<file path="src/rtl/uart_pkg.sv">
// rtl/uart_pkg.sv - shared scheduler state encoding and timeout counter width
package uart_pkg;

  typedef enum logic [1:0] {
    ST_IDLE      = 2'd0,
    ST_SEND      = 2'd1,
    ST_WAIT_BUSY = 2'd2,
    ST_WAIT_IDLE = 2'd3
  } tx_state_t;

  localparam int TO_W             = 5;
  localparam int BUSY_TIMEOUT_DEF = 15;

endpackage

</file>
<file path="src/rtl/rr_arb2.sv">
// rtl/rr_arb2.sv - two-way requester select: locked owner first, else round-robin
module rr_arb2 (
  input  logic [1:0] valid,
  input  logic       locked,
  input  logic       owner,
  input  logic       rr_ptr,
  output logic       sel
);

  always_comb begin
    sel = 1'b0;
    if (locked) begin
      sel = owner;
    end else if (&valid) begin
      sel = rr_ptr;
    end else begin
      sel = valid[1];
    end
  end

endmodule

</file>
<file path="src/rtl/uart_tx_sched.sv">
// rtl/uart_tx_sched.sv - arbitrates two byte requesters onto one buart write port
module uart_tx_sched
  import uart_pkg::*;
#(
  parameter int LOCK_EN      = 1,
  parameter int BUSY_TIMEOUT = BUSY_TIMEOUT_DEF
) (
  input  logic       clk,
  input  logic       reset,
  input  logic       req0_valid,
  input  logic [7:0] req0_data,
  input  logic       req0_last,
  output logic       req0_ready,
  input  logic       req1_valid,
  input  logic [7:0] req1_data,
  input  logic       req1_last,
  output logic       req1_ready,
  output logic       uart_wr,
  output logic [7:0] uart_tx_data,
  input  logic       uart_busy,
  output logic       owner,
  output logic       locked,
  output logic       err_timeout
);

  localparam logic [TO_W-1:0] TO_LIMIT = TO_W'(BUSY_TIMEOUT - 1);

  tx_state_t       r_state;
  logic            r_wr;
  logic [7:0]      r_tx_data;
  logic            r_owner;
  logic            r_rr_ptr;
  logic            r_locked;
  logic            r_err;
  logic [TO_W-1:0] r_cnt;

  logic       w_sel;
  logic       w_elig;
  logic       w_accept;
  logic       w_last;
  logic [7:0] w_data;

  rr_arb2 u_arb (
    .valid  ({req1_valid, req0_valid}),
    .locked (r_locked),
    .owner  (r_owner),
    .rr_ptr (r_rr_ptr),
    .sel    (w_sel)
  );

  // While locked, only the owner's valid can open the gate.
  assign w_elig     = r_locked ? (r_owner ? req1_valid : req0_valid)
                               : (req0_valid | req1_valid);
  assign w_accept   = (r_state == ST_IDLE) & ~uart_busy & w_elig;
  assign req0_ready = w_accept & ~w_sel;
  assign req1_ready = w_accept & w_sel;
  assign w_last     = w_sel ? req1_last : req0_last;
  assign w_data     = w_sel ? req1_data : req0_data;

  always_ff @(posedge clk or posedge reset) begin
    if (reset) begin
      r_state   <= ST_IDLE;
      r_wr      <= 1'b0;
      r_tx_data <= 8'h00;
      r_owner   <= 1'b0;
      r_rr_ptr  <= 1'b0;
      r_locked  <= 1'b0;
      r_err     <= 1'b0;
      r_cnt     <= '0;
    end else begin
      r_wr <= 1'b0;
      case (r_state)
        ST_IDLE: begin
          if (w_accept) begin
            r_tx_data <= w_data;
            r_owner   <= w_sel;
            r_wr      <= 1'b1;
            r_state   <= ST_SEND;
            if (LOCK_EN != 0) r_locked <= ~w_last;
            if (w_last || (LOCK_EN == 0)) r_rr_ptr <= ~w_sel;
          end
        end
        ST_SEND: begin
          r_cnt   <= '0;
          r_state <= ST_WAIT_BUSY;
        end
        ST_WAIT_BUSY: begin
          // A missing busy is treated as sent; lock and rr state are left alone.
          if (uart_busy) begin
            r_state <= ST_WAIT_IDLE;
          end else if (r_cnt >= TO_LIMIT) begin
            r_err   <= 1'b1;
            r_state <= ST_IDLE;
          end else if (r_cnt != '1) begin
            r_cnt <= r_cnt + 1'b1;
          end
        end
        ST_WAIT_IDLE: begin
          if (!uart_busy) r_state <= ST_IDLE;
        end
        default: r_state <= ST_IDLE;
      endcase
    end
  end

  assign uart_wr      = r_wr;
  assign uart_tx_data = r_tx_data;
  assign owner        = r_owner;
  assign locked       = r_locked;
  assign err_timeout  = r_err;

endmodule

</file>
<file path="config.mk">
export PLATFORM = sky130hd
export DESIGN_NAME = uart_tx_sched
export DESIGN_NICKNAME = d
export VERILOG_FILES = /design/src/rtl/uart_pkg.sv /design/src/rtl/rr_arb2.sv /design/src/rtl/uart_tx_sched.sv
export SDC_FILE = /design/constraint.sdc
export NUM_CORES = 1
export LEC_CHECK = 0
export ABC_AREA = 1
export BUFFER_PORTS_ARGS = -buffer_cell sky130_fd_sc_hd__buf_2
export CAP_MARGIN = 20
export CORE_MARGIN = 5
export CORE_UTILIZATION = 40
export CTS_CLUSTER_DIAMETER = 100
export DETAILED_ROUTE_END_ITERATION = 12
export PLACE_DENSITY_LB_ADDON = 0.12
export SYNTH_ARGS = -nofsm -noshare
export SYNTH_HDL_FRONTEND = slang
export SYNTH_HIERARCHICAL = 1
export SYNTH_SLANG_ARGS = --single-unit
</file>
<file path="constraint.sdc">
create_clock -name clk -period 2.35 [get_ports clk]
set_clock_uncertainty 0.15 [all_clocks]
set_input_delay 0.705 -clock clk [delete_from_list [all_inputs] [get_ports clk]]
set_output_delay 0.705 -clock clk [all_outputs]
set_load 0.1 [all_outputs]
</file>
# Yosys cells after proc, flatten, opt, wreduce, memory -nomap -nowiden

Index checks and enable logic that the tools add are counted.

Eq/ne operators: 10
Mux-type cells: 17
Reductions and logical operators: 8
$add $sub $neg: 1
Bitwise operators: 8
Magnitude comparators: 1

Operator list:

| kind                                                 | number |
|---|---|
| two-way mux 5 bit                                    | 3 |
| != test 2 bit (second input constant)                | 5 |
| case mux 5 bit (2 select lines)                      | 1 |
| AND reduction 3 bit                                  | 3 |
| two-way mux 2 bit                                    | 4 |
| two-way mux 8 bit                                    | 1 |
| case mux 2 bit (4 select lines)                      | 1 |
| two-way mux 1 bit                                    | 7 |
| adder 5 x 1 -> 5 bit (second input constant)         | 1 |
| >= comparator 5 x 4 -> 1 bit (second input constant) | 1 |
| != test 5 bit (second input constant)                | 1 |
| bitwise AND 1 bit                                    | 4 |
| == test 2 bit (second input constant)                | 2 |
| AND reduction 2 bit                                  | 2 |
| AND reduction 4 bit                                  | 1 |
| != test 3 bit (second input constant)                | 1 |
| NOT 1 bit                                            | 3 |
| == test 2 x 1 -> 1 bit (second input constant)       | 1 |
| logical NOT 2 bit                                    | 1 |
| nonzero test 2 bit                                   | 1 |
| bitwise OR 1 bit                                     | 1 |

Logic and storage cells: 53
Bits in registers: 20
Output and inout port bits: 14
Input bits: 23

# Logic depth before layout (Yosys ltp)

Word-level depth: 5
Mapped depth: 10
Depth with buffers taken out: 10

# By module

Netlist, hierarchy kept.

Modules (own cells, without submodules):

| module        | area each (µm²) | times used | cells each | sequential area each (µm²) |
|---|---|---|---|---|
| uart_tx_sched | 1156.1          | 1          | 132        | 500.5 |
| rr_arb2       | 26.3            | 1          | 7          | 0.0 |

# Worst setup path after synthesis

Ideal clock, no wire load.

Path type: flip-flop to output port
From: register r_owner, in the netlist owner
To: output port req1_ready
Path slack: -1302 ps
Data arrival time: 2797 ps
Data required time: 1495 ps
Buffers on the path: 1
Stages on the path, launching flop included: 8
Path through: dfrtp_1 -> inv_1 -> nand2_1 -> nand2_1 -> nand2_1 -> nand2_4 -> buf_6 -> nor2_1

Longest elaborated chain between the ends: 4
Elaborated cells between the ends (all ways): 5
Classes of those cells: mux: 3; bitwise: 2

RTL lines:

| what                            | line                | RTL |
|---|---|---|
| start, declared                 | uart_tx_sched.sv:31 | `logic r_owner;` |
| start signal, assigned          | uart_tx_sched.sv:76 | `r_owner <= w_sel;` |
| two-way mux 1 bit (2 in series) | uart_tx_sched.sv:52 | `assign w_elig = r_locked ? (r_owner ? req1_valid : req0_valid)` |
| bitwise AND 1 bit               | uart_tx_sched.sv:54 | `assign w_accept = (r_state == ST_IDLE) & ~uart_busy & w_elig;` |
| bitwise AND 1 bit *             | uart_tx_sched.sv:56 | `assign req1_ready = w_accept & w_sel;` |
| end, declared                   | uart_tx_sched.sv:17 | `output logic req1_ready,` |

Mark *: on every way between the ends. The rest lies on a longest branch, timed or not.

# Worst setup path in the final report

From: input port req1_valid
To: output port req0_ready

Longest elaborated chain between the ends: 5
Elaborated cells between the ends (all ways): 9
Classes of those cells: mux: 4; bitwise: 4; reduce/logical: 1

RTL lines:

| what                | line                | RTL |
|---|---|---|
| start, declared     | uart_tx_sched.sv:14 | `input logic req1_valid,` |
| AND reduction 2 bit | rr_arb2.sv:14       | `end else if (&valid) begin` |
| two-way mux 1 bit * | rr_arb2.sv:14       |  |
| two-way mux 1 bit * | rr_arb2.sv:12       | `if (locked) begin` |
| named net w_sel     | uart_tx_sched.sv:37 | `logic w_sel;` |
| NOT 1 bit *         | uart_tx_sched.sv:55 | `assign req0_ready = w_accept & ~w_sel;` |
| bitwise AND 1 bit * | uart_tx_sched.sv:55 |  |
| end, declared       | uart_tx_sched.sv:13 | `output logic req0_ready,` |

The timed path passes the listed nets; every way through them passes the cells marked *.

==> results by group <==
Critical path
  • Slowest cell on the critical path: buf_12
  • Arrival time at the worst endpoint: ~1.5 ns
  • Startpoint Class: input port
  • Critical path, cell by cell: buf_4 -> inv_8 -> nor2_2 -> nand2_1 -> nand2_2 -> buf_4 -> nor2_4 -> buf_12
  • WS Path Type: input port to output pin
  • Setup crit end kind: output pin
  • Crit path max fanout: 3
  • CP max stage delay: 0.18 ns
  • Worst EP required: ~1.5 ns
  • Critical Path Most Common Cell: buf_4

Global route
  • Initial antenna violation count: 0
  • Vias in the first global route: ~940
  • Total track usage: between 10% and 20%
  • GRT Residual Overflow: 0
  • Largest net degree at the start of global routing: 22
  • First-pass GRT wire length: 3910 um

STA
  • Final hold violations: 0
  • Setup violators final: 0
  • Final setup margin: 0.0268 ns
  • Minimum clock period: ~2.3 ns
  • TNS Setup: 0 ns
  • Worst slew margin: between 60% and 70%
  • Unrepaired setup endpoints after global routing: true
  • Max-slew violations: 0
  • Final period utilization: between 90% and 100%
  • Highest clock rate: 430 MHz
  • Pin slew with the least headroom to its limit: between 0.4 and 0.5 ns

Yosys
  • Ys Warns: 6
  • Seq/Total Area, Yosys: between 40% and 50%
  • Area leader, netlist: dfrtp_1
  • Area of the mapped netlist: ~0.0012 mm^2
  • Post-Syn Instances: roughly 140
  • Syn nets: ~170
  • Synth top area share: 42.3%
  • Netlist cell types: 25
  • Seq cells post-synth: 20
  • Syn avg cell area: 8.51 um^2
  • Ranking of synthesized cells by area: dfrtp_1, nand2_1, mux2i_1

Die
  • Row Count: 19
  • Initial Util: a little over two fifths
  • Die height: around 64 um
  • Die area: 0.00414 mm^2
  • Chip Width: around 64 um
  • IO Count: 37
  • CORE AREA: ~0.0028 mm^2

Route
  • Via/cell ratio: 4.67
  • Detailed Route Iter0 Violations: 25
  • Routed len/inst: between 10 and 15 um
  • Vias: a little under 1,000
  • Post-route ant nets: 0
  • Total routed wirelength: roughly 2300 um
  • DRC: 0
  • DRT Pass-1 Iters: 4

Run
  • Max_cap viols: 0

Power
  • Pleak: about 0.0008 uW
  • Maximum vdd drop: just under 0.8 mV
  • Pwr Density: about 1500 mW/mm^2

Clocking
  • CTS Buffer Depth: 2
  • CTS Buf Count: 3
  • TritonCTS clock tree: done
  • Skew-Pair Late Insertion Delay: between 0.2 and 0.3 ns
  • Clock sinks: 20
  • Clk pin slew, worst setup/hold paths: roughly 0.11 ns
  • CTS Root Cell: clkbuf_4
  • H-Tree Level Count: 1
  • Hold-fix buffer count after cts: 0

Cells and area
  • Fill count: 282
  • Area of the multi-input gates: between 500 and 600 um^2
  • Storage cell area: between 500 and 600 um^2
  • Final #Nets: 209
  • Fin area: 0.00153 mm^2
  • Proportion of layout cells with a drive suffix above 1: approximately 42%
  • P&R area growth vs syn: 29.6%
  • Ant diodes: 0

Placement
  • Port Buf Inserts: 36
  • Pre-CTS setup slack: -0.00863 ns
  • Global placer's final weighted congestion: approximately 0.80
  • Placed cell areas: between 0.001 and 0.0015 mm^2
  • Hpwl dp: roughly 1900 um

Hold path
  • Worst min path class: input port to async pin

Run status
  • Outcome: finished, final reports clean
## registers in the layout (all words and copies together) (netlist names)
register / flops
r_cnt: 5
locked: 1
err_timeout: 1
uart_tx_data: 8
r_rr_ptr: 1
r_state: 2
owner: 1
uart_wr: 1
## cell usage after synthesis, drive strengths merged
cell / number
nand2: 43
nand4: 1
inv: 20
o21bai: 1
o21ai: 10
buf: 3
nor2: 15
a21oi: 2
xnor2: 1
nand3: 11
nand3b: 1
dfrtp: 20
ha: 3
mux2i: 8
## cell families (layout without fill, tap and decap cells)
logic type	after synthesis	in the layout	share of synthesized area (%)
AOI/OAI and AO/OA	13	13	8.57
adders and majority gates	3	3	3.17
DFF	20	20	42.3
and+or+nand+nor	71	71	29.2
muxes	8	8	6.77
buffers and inverters	23	66	9.21
xor gates and xnor gates	1	1	0.741
## layer usage
layer | wire length, um | vias to the layer above | track usage [%]
met5 | 0 | - | 0
met1 | 1050 | 452 | 14.3
li1 | - | 519 | -
met2 | 1090 | 22 | 20.2
met3 | 112 | 2 | 2.45
met4 | 13 | 0 | 3.96
## cell type report
cell class	count	share of cell area [%]
inverters	20	5.39
clock inverters	1	1.96
multi-input cells	96	38.7
well taps	31	2.53
flip-flops and latches	20	33.1
clock buffers	3	1.47
repair buffers	42	16.8
## metrics by stage
| step | util (%) | hold slack [ns] | power (uW) | instances |
|---|---|---|---|---|
| floorplan | - | 0.291 | 1810 | 139 |
| detailed placement | 52.5 | 0.319 | 2060 | 209 |
| finish | 54.6 | 0.258 | 2320 | 213 |
| CTS | 54.5 | 0.270 | 2340 | 213 |
| global route | 54.6 | 0.276 | 2460 | 213 |
| global placement | 52.5 | 0.312 | 2030 | 209 |
## path summary, 6_finish.rpt
path	to	slack, ns	cells past startpoint	startpoint
worst min register to register	err_timeout	0.34	1	err_timeout
worst min-delay path	r_cnt[1]	0.26	2	reset
worst max-delay path	req0_ready	0.03	8	req1_valid
min in group clk	err_timeout	0.34	1	err_timeout
worst max register to register	r_cnt[2]	0.65	8	r_cnt[1]
max in group asynchronous	uart_tx_data[2]	1.30	3	reset
## worst max-delay path, delay by kind of cell
kind,cells,cell delay (ns)
AND/OR/NAND/NOR,4,0.26
buffers and inverters,4,0.50
## layout by cell type, fill, tap and decap left out, types with 4 or more instances in the layout
cell type	n
buf_2	33
inv_1	14
nand2_2	6
nor2_4	4
inv_2	5
nand3_1	11
nand2_1	35
mux2i_1	8
o21ai_2	8
dfrtp_1	18
buf_4	7
nor2_1	9
## repair_timing
| item | 4_1_cts | 5_1_grt |
|---|---|---|
| gates resized for setup | 2 | 2 |
| gates cloned | 0 | 0 |
| pin swaps | 3 | 1 |
| endpoints found under the hold margin | 0 | 0 |
| setup endpoints to repair | 1 | 2 |
| setup buffers | 0 | 0 |
## power breakdown
part | switching [uW] | leakage (uW) | internal [uW]
Clock | 103 | 0.0000279 | 172
Combinational | 1090 | 0.000542 | 360
Sequential | 106 | 0.000252 | 485
Total | 1300 | 0.000821 | 1020
No activity file was read; power rests on OpenSTA's default activity.
